--- src/rtl/dmem_arbiter_if.sv ---
// dmem_arbiter_if: requester (p0/p1) and data-memory signals of dmem_arbiter.
// slave is the arbiter's view; master is the requesters-plus-memory view.
interface dmem_arbiter_if #(parameter int ADDR_W = 16);
    logic              p0_req;
    logic              p0_we;
    logic [31:0]       p0_addr;
    logic [31:0]       p0_wdata;
    logic              p0_ack;
    logic [31:0]       p0_rdata;
    logic              p0_err;
    logic              p1_req;
    logic              p1_we;
    logic [31:0]       p1_addr;
    logic [31:0]       p1_wdata;
    logic              p1_ack;
    logic [31:0]       p1_rdata;
    logic              p1_err;
    logic              mem_rd_en;
    logic              mem_wr_en;
    logic [ADDR_W-1:0] mem_addr;
    logic [31:0]       mem_wdata;
    logic [31:0]       mem_rdata;
    modport slave (
        input  p0_req, p0_we, p0_addr, p0_wdata,
        output p0_ack, p0_rdata, p0_err,
        input  p1_req, p1_we, p1_addr, p1_wdata,
        output p1_ack, p1_rdata, p1_err,
        output mem_rd_en, mem_wr_en, mem_addr, mem_wdata,
        input  mem_rdata
    );
    modport master (
        output p0_req, p0_we, p0_addr, p0_wdata,
        input  p0_ack, p0_rdata, p0_err,
        output p1_req, p1_we, p1_addr, p1_wdata,
        input  p1_ack, p1_rdata, p1_err,
        input  mem_rd_en, mem_wr_en, mem_addr, mem_wdata,
        output mem_rdata
    );
endinterface

--- src/rtl/dmem_arbiter.sv ---
// dmem_arbiter: two-requester arbiter for the single-port data memory with wait states.
// Define DMEM_ARB_RR_EN for round-robin arbitration; otherwise p0 has fixed priority.
module dmem_arbiter #(
    parameter int          ADDR_W      = 16,
    parameter int          WAIT_CYCLES = 1,
    parameter logic [31:0] BASE_ADDR   = 32'd1024
) (
    input logic           clk,
    input logic           rst,
    dmem_arbiter_if.slave bus
);
    localparam logic [1:0] IDLE   = 2'd0;
    localparam logic [1:0] ACCESS = 2'd1;
    localparam logic [1:0] RESP   = 2'd2;

    logic [1:0]        state;
    logic [3:0]        count;
    logic              owner;
    logic              we_q;
    logic              err_q;
    logic [ADDR_W-1:0] addr_q;
    logic [31:0]       wdata_q;
    logic [31:0]       rdata_q;
    logic              any_req;
    logic              gnt1;
    logic              sel_we;
    logic              sel_err;
    logic [31:0]       sel_addr;
    logic [31:0]       sel_wdata;
    logic [31:0]       off;
    logic              access;
    logic              resp;

    assign any_req = bus.p0_req | bus.p1_req;

`ifdef DMEM_ARB_RR_EN
    logic last;
    always_ff @(posedge clk or posedge rst)
        if (rst)
            last <= 1'b1;
        else if (state == IDLE && any_req)
            last <= gnt1;
    assign gnt1 = bus.p1_req & (~bus.p0_req | ~last);
`else
    assign gnt1 = bus.p1_req & ~bus.p0_req;
`endif

    assign sel_we    = gnt1 ? bus.p1_we    : bus.p0_we;
    assign sel_addr  = gnt1 ? bus.p1_addr  : bus.p0_addr;
    assign sel_wdata = gnt1 ? bus.p1_wdata : bus.p0_wdata;
    assign off       = sel_addr - BASE_ADDR;
    // Range check done in 64 bits so ADDR_W up to 30 never overflows the shift.
    assign sel_err   = (|sel_addr[1:0]) || (sel_addr < BASE_ADDR) ||
                       ((64'(off) >> 2) >= (64'd1 << ADDR_W));

    always_ff @(posedge clk or posedge rst)
        if (rst) begin
            state   <= IDLE;
            count   <= '0;
            owner   <= 1'b0;
            we_q    <= 1'b0;
            err_q   <= 1'b0;
            addr_q  <= '0;
            wdata_q <= '0;
            rdata_q <= '0;
        end else begin
            case (state)
                IDLE:
                    if (any_req) begin
                        owner   <= gnt1;
                        we_q    <= sel_we;
                        wdata_q <= sel_wdata;
                        addr_q  <= off[ADDR_W+1:2];
                        err_q   <= sel_err;
                        rdata_q <= '0;
                        count   <= 4'(WAIT_CYCLES);
                        state   <= sel_err ? RESP : ACCESS;
                    end
                ACCESS:
                    if (count != 4'd0)
                        count <= count - 4'd1;
                    else begin
                        rdata_q <= we_q ? 32'd0 : bus.mem_rdata;
                        state   <= RESP;
                    end
                default:
                    state <= IDLE;
            endcase
        end

    // Outputs decode registered state only, so an async reset drops them at once.
    assign access        = state == ACCESS;
    assign resp          = state == RESP;
    assign bus.p0_ack    = resp & ~owner;
    assign bus.p1_ack    = resp & owner;
    assign bus.p0_rdata  = bus.p0_ack ? rdata_q : 32'd0;
    assign bus.p1_rdata  = bus.p1_ack ? rdata_q : 32'd0;
    assign bus.p0_err    = bus.p0_ack & err_q;
    assign bus.p1_err    = bus.p1_ack & err_q;
    assign bus.mem_rd_en = access & ~we_q;
    assign bus.mem_wr_en = access & we_q & (count == 4'd0);
    assign bus.mem_addr  = access ? addr_q : '0;
    assign bus.mem_wdata = access ? wdata_q : 32'd0;
endmodule

--- src/flat_wrapper.sv ---
// flat-port wrapper written by rule: the top's interface ports become plain ports
module dmem_arbiter_flat 
#(
    parameter int          ADDR_W      = 16,
    parameter int          WAIT_CYCLES = 1,
    parameter logic [31:0] BASE_ADDR   = 32'd1024
)
  (clk, rst, bus_p0_req, bus_p0_we, bus_p0_addr, bus_p0_wdata, bus_p0_ack, bus_p0_rdata, bus_p0_err, bus_p1_req, bus_p1_we, bus_p1_addr, bus_p1_wdata, bus_p1_ack, bus_p1_rdata, bus_p1_err, bus_mem_rd_en, bus_mem_wr_en, bus_mem_addr, bus_mem_wdata, bus_mem_rdata);
  dmem_arbiter_if #(.ADDR_W(ADDR_W)) bus_i ();
  input logic clk;
  input logic rst;
  input wire logic [$bits(bus_i.p0_req)-1:0] bus_p0_req;
  input wire logic [$bits(bus_i.p0_we)-1:0] bus_p0_we;
  input wire logic [$bits(bus_i.p0_addr)-1:0] bus_p0_addr;
  input wire logic [$bits(bus_i.p0_wdata)-1:0] bus_p0_wdata;
  output wire logic [$bits(bus_i.p0_ack)-1:0] bus_p0_ack;
  output wire logic [$bits(bus_i.p0_rdata)-1:0] bus_p0_rdata;
  output wire logic [$bits(bus_i.p0_err)-1:0] bus_p0_err;
  input wire logic [$bits(bus_i.p1_req)-1:0] bus_p1_req;
  input wire logic [$bits(bus_i.p1_we)-1:0] bus_p1_we;
  input wire logic [$bits(bus_i.p1_addr)-1:0] bus_p1_addr;
  input wire logic [$bits(bus_i.p1_wdata)-1:0] bus_p1_wdata;
  output wire logic [$bits(bus_i.p1_ack)-1:0] bus_p1_ack;
  output wire logic [$bits(bus_i.p1_rdata)-1:0] bus_p1_rdata;
  output wire logic [$bits(bus_i.p1_err)-1:0] bus_p1_err;
  output wire logic [$bits(bus_i.mem_rd_en)-1:0] bus_mem_rd_en;
  output wire logic [$bits(bus_i.mem_wr_en)-1:0] bus_mem_wr_en;
  output wire logic [$bits(bus_i.mem_addr)-1:0] bus_mem_addr;
  output wire logic [$bits(bus_i.mem_wdata)-1:0] bus_mem_wdata;
  input wire logic [$bits(bus_i.mem_rdata)-1:0] bus_mem_rdata;
  assign bus_i.p0_req = bus_p0_req;
  assign bus_i.p0_we = bus_p0_we;
  assign bus_i.p0_addr = bus_p0_addr;
  assign bus_i.p0_wdata = bus_p0_wdata;
  assign bus_p0_ack = bus_i.p0_ack;
  assign bus_p0_rdata = bus_i.p0_rdata;
  assign bus_p0_err = bus_i.p0_err;
  assign bus_i.p1_req = bus_p1_req;
  assign bus_i.p1_we = bus_p1_we;
  assign bus_i.p1_addr = bus_p1_addr;
  assign bus_i.p1_wdata = bus_p1_wdata;
  assign bus_p1_ack = bus_i.p1_ack;
  assign bus_p1_rdata = bus_i.p1_rdata;
  assign bus_p1_err = bus_i.p1_err;
  assign bus_mem_rd_en = bus_i.mem_rd_en;
  assign bus_mem_wr_en = bus_i.mem_wr_en;
  assign bus_mem_addr = bus_i.mem_addr;
  assign bus_mem_wdata = bus_i.mem_wdata;
  assign bus_i.mem_rdata = bus_mem_rdata;
  dmem_arbiter #(.ADDR_W(ADDR_W), .WAIT_CYCLES(WAIT_CYCLES), .BASE_ADDR(BASE_ADDR)) u_core (.clk(clk), .rst(rst), .bus(bus_i));
endmodule
--- config.mk ---
export PLATFORM = sky130hd
export DESIGN_NAME = dmem_arbiter_flat
export DESIGN_NICKNAME = d
export VERILOG_FILES = /design/src/rtl/dmem_arbiter_if.sv /design/src/rtl/dmem_arbiter.sv /design/src/flat_wrapper.sv
export SDC_FILE = /design/constraint.sdc
export NUM_CORES = 1
export LEC_CHECK = 0
export CORE_MARGIN = 2
export CORE_UTILIZATION = 35
export CTS_CLUSTER_DIAMETER = 80
export DETAILED_ROUTE_END_ITERATION = 8
export MAX_ROUTING_LAYER = met4
export PLACE_DENSITY = 0.74
export SLEW_MARGIN = 20
export SYNTH_ARGS = -nofsm -noshare
export SYNTH_HDL_FRONTEND = slang
export SYNTH_SLANG_ARGS = --single-unit
--- constraint.sdc ---
create_clock -name clk -period 3.11 [get_ports clk]
set_clock_uncertainty 0.05 [all_clocks]
set_input_delay 0.4665 -clock clk [delete_from_list [all_inputs] [get_ports clk]]
set_output_delay 0.4665 -clock clk [all_outputs]
set_load 0.05 [all_outputs]
==> reports/qor.yml <==
drt:
  totalWireLength_um: 17400
  ant_nets: 0
  vias_per_cell: 4.88
  wire_per_inst_um: 14.9
  drt_iter0_drc: 248
  num_vias: 5690
  drt_drc_violations_left: 0
  firstDrtPassIters: 4
sta:
  tightest_slew_ns: 0.580
  min_period_ns: 3.00
  relSlewSlack_pct: 61.2
  slew_viol_final: 0
  hold_viol: 0
  setup_viol: 0
  holdWs_ns: 0.419
  max_freq_mhz: 333
  min_period_over_period_pct: 96.4
global_route:
  antenna_found_initial: 0
  overflow: 0
  grt_pass1_wl_um: 28100
  grt_usage_pct: 22.1
  grt_max_degree: 66
  grt_pass1_vias: 5721
logic_synthesis:
  synthFlopType: "dfrtp_1"
  yosys_warnings: 0
  synth_cells: 684
  syn_area_per_cell_um2: 7.89
  ys_types: 51
  async_flop_share_pct: 100
  synth.net_count: 854
  synth_area_mm2: 0.00540
  synthTopCellsByArea: "dfrtp_1 (41%), and2_1 (13%), nand2_1 (12%), a31oi_1 (4.9%), o21ai_0 (4.6%)"
  yosysTopAreaCellShare_pct: 41.3
  synth_edf_count: 0
  ys_seq_area_share_pct: 41.3
  yosys.area.top_type: "dfrtp_1"
  ys_ff_latch: 89
worst_setup_path:
  path_delay_family: "buffers and inverters"
  end_kind: "flop"
  max_stage_delay_ns: 0.41
  crit_type: "input port to flop"
  crit_path_frequent_cell: "buf_4"
  cp_num_buf_inv: 5
  start_kind: "input port"
  cp_max_fo: 8
  arrival_ns: 3.17
  crit_path_top_delay_cell: "clkdlybuf4s50_1"
  crit_chain: "clkdlybuf4s50_1 -> buf_6 -> nor2b_4 -> buf_4 -> buf_4 -> buf_12 -> or3_1 -> a21oi_1 -> and2_4 -> a22oi_1 -> nor4_2 -> o2111ai_2 -> mux2_4"
  crit_required_ns: 3.28
place:
  hpwl_um: 13300
  dp.cells: 1149
  port_buffers: 283
  place_area_mm2: 0.00851
  gp_congestion: 0.856
clock_network:
  clock-root-buffer: "clkbuf_16"
  cts.sinks: 89
  clk_pin_slew_worst_paths_ns: 0.06
  clk_latency_ns: 0.33
  clk_path_buf_depth: 2
  hold_buffers: 0
  cts_buffers: 9
  cts_tree: "built"
  htree_num_levels: 3
floorplanning:
  rows: 45
  die_area_mm2: 0.0164
  start_util_pct: 35.6
  fp.dieH_um: 128
  core_region_area_mm2: 0.0151
  die_w_um: 128
  ios: 284
cells_and_area:
  final_common_cell: "clkdlybuf4s50_1"
  regArea_mm2: 0.00223
  nFillCells: 1398
  num_antenna_cells: 0
  areaGrowthSynthToFinish_pct: 64.1
  drive_gt1_share_pct: 17.6
  final_area_mm2: 0.00885
  multi_input_area_mm2: 0.00304
  nets: 1144
  layout_common_cells: "clkdlybuf4s50_1 (200), nand2_1 (170), buf_4 (120)"
  layout.cells.non_filler: 1167
power_and_ir_drop:
  powerDensity_mw_per_mm2: 351
  vdd.ir_drop.worst_mv: 0.220
  p_leak_nw: 3.92
run:
  maxCapViolCount: 0
min_path:
  hold_class: "flop to flop"
outcome:
  status: "completed"
==> metrics by stage <==
step	power [mW]	setup TNS, ns	utilization [%]	worst slack, ns
5_1_grt	3.29	-0.0137	58.5	-0.0137
4_1_cts	3.14	0	58.1	0.0163
6_report	3.11	0	58.5	0.111
2_1_floorplan	1.72	-0.708	-	-0.313
3_5_place_dp	2.10	-0.955	56.2	-0.391
3_3_place_gp	2.08	-0.715	56.2	-0.312
==> synth_stat cells, drive strengths merged (2+ instances only) <==
master  instances
a31oi          42
and3            2
o21ai          51
ha              4
buf             8
inv             8
nor3            7
nor3b           4
or3             5
xnor2           2
o21a            2
mux2            2
clkbuf         41
or4b            3
o32ai           2
nor4            8
nor2           62
nand2b          4
xor2           11
and2          115
a21oi           9
nand2         170
o31ai           3
dfrtp          89
mux2i          13
a22oi           2
==> worst register-to-register path, cell delays in order (launching register included) <==
cell     delay (ns)
dfrtp_1        0.48
nor2_1         0.28
o21a_4         0.47
buf_12         0.30
nor2_1         0.08
a31oi_1        0.15
==> registers in the layout, summed over array words and instances, names as in the netlist <==
| signal | count |
|---|---|
| u_core.addr_q | 16 |
| u_core.count | 4 |
| u_core.err_q | 1 |
| u_core.owner | 1 |
| u_core.rdata_q | 32 |
| u_core.state | 2 |
| u_core.wdata_q | 32 |
| u_core.we_q | 1 |
==> report_power, final <==
group	switching, mW	internal [mW]	total, mW
registers	0.0641	1.29	1.35
logic	0.348	0.373	0.721
clock network	0.465	0.568	1.03
total	0.877	2.23	3.11
==> layout make-up <==
type,count,share of cell area [%]
multi-input cells,538,34.3
clock buffers,11,2.74
repair buffers,328,34.3
well taps,188,2.66
flip-flops and latches,89,25.2
clock inverters,5,0.452
inverters,8,0.367
==> worst paths after layout <==
kind                             startpoint                 end  slack [ns]  depth (start not counted)
max                              bus_p1_req        u_core.err_q        0.11                         13
min                        u_core.addr_q[9]    u_core.addr_q[9]        0.42                          2
max reg2reg                 u_core.state[1]  u_core.wdata_q[17]        1.23                          5
min reg2reg                u_core.addr_q[9]    u_core.addr_q[9]        0.42                          2
max in group asynchronous               rst   u_core.rdata_q[6]        1.88                          3
min in group asynchronous               rst   u_core.wdata_q[7]        0.47                          2
==> logic make-up after synthesis <==
kind of cell	count (synthesis)	synth area share, %
AND/OR/NAND/NOR	387	35.0
AO/OA/AOI/OAI	119	13.5
flip-flops	89	41.3
buffers and inverters	57	4.29
multiplexers	15	2.90
XOR/XNOR	13	2.11
adder cells (fa/ha/maj)	4	0.928
==> routing by layer <==
metal | wire length, um | up-vias | track usage (%) | part of all wire, %
li1 | - | 2838 | - | -
met1 | 7320 | 2615 | 26.2 | 42
met2 | 8760 | 209 | 38.2 | 50
met3 | 896 | 28 | 3.71 | 5.2
met4 | 392 | 0 | 7.11 | 2.3
met5 | 0 | - | - | 0
==> what timing repair did <==
item / 4_1_cts / 5_1_grt
buffers inserted: 1 / 1
cloned: 0 / 0
endpoints found under the setup margin: 1 / 3
pin swaps: 1 / 3
gates resized for setup: 0 / 9
hold endpoints to repair: 0 / 0
Power figures use the tool's default switching activity.
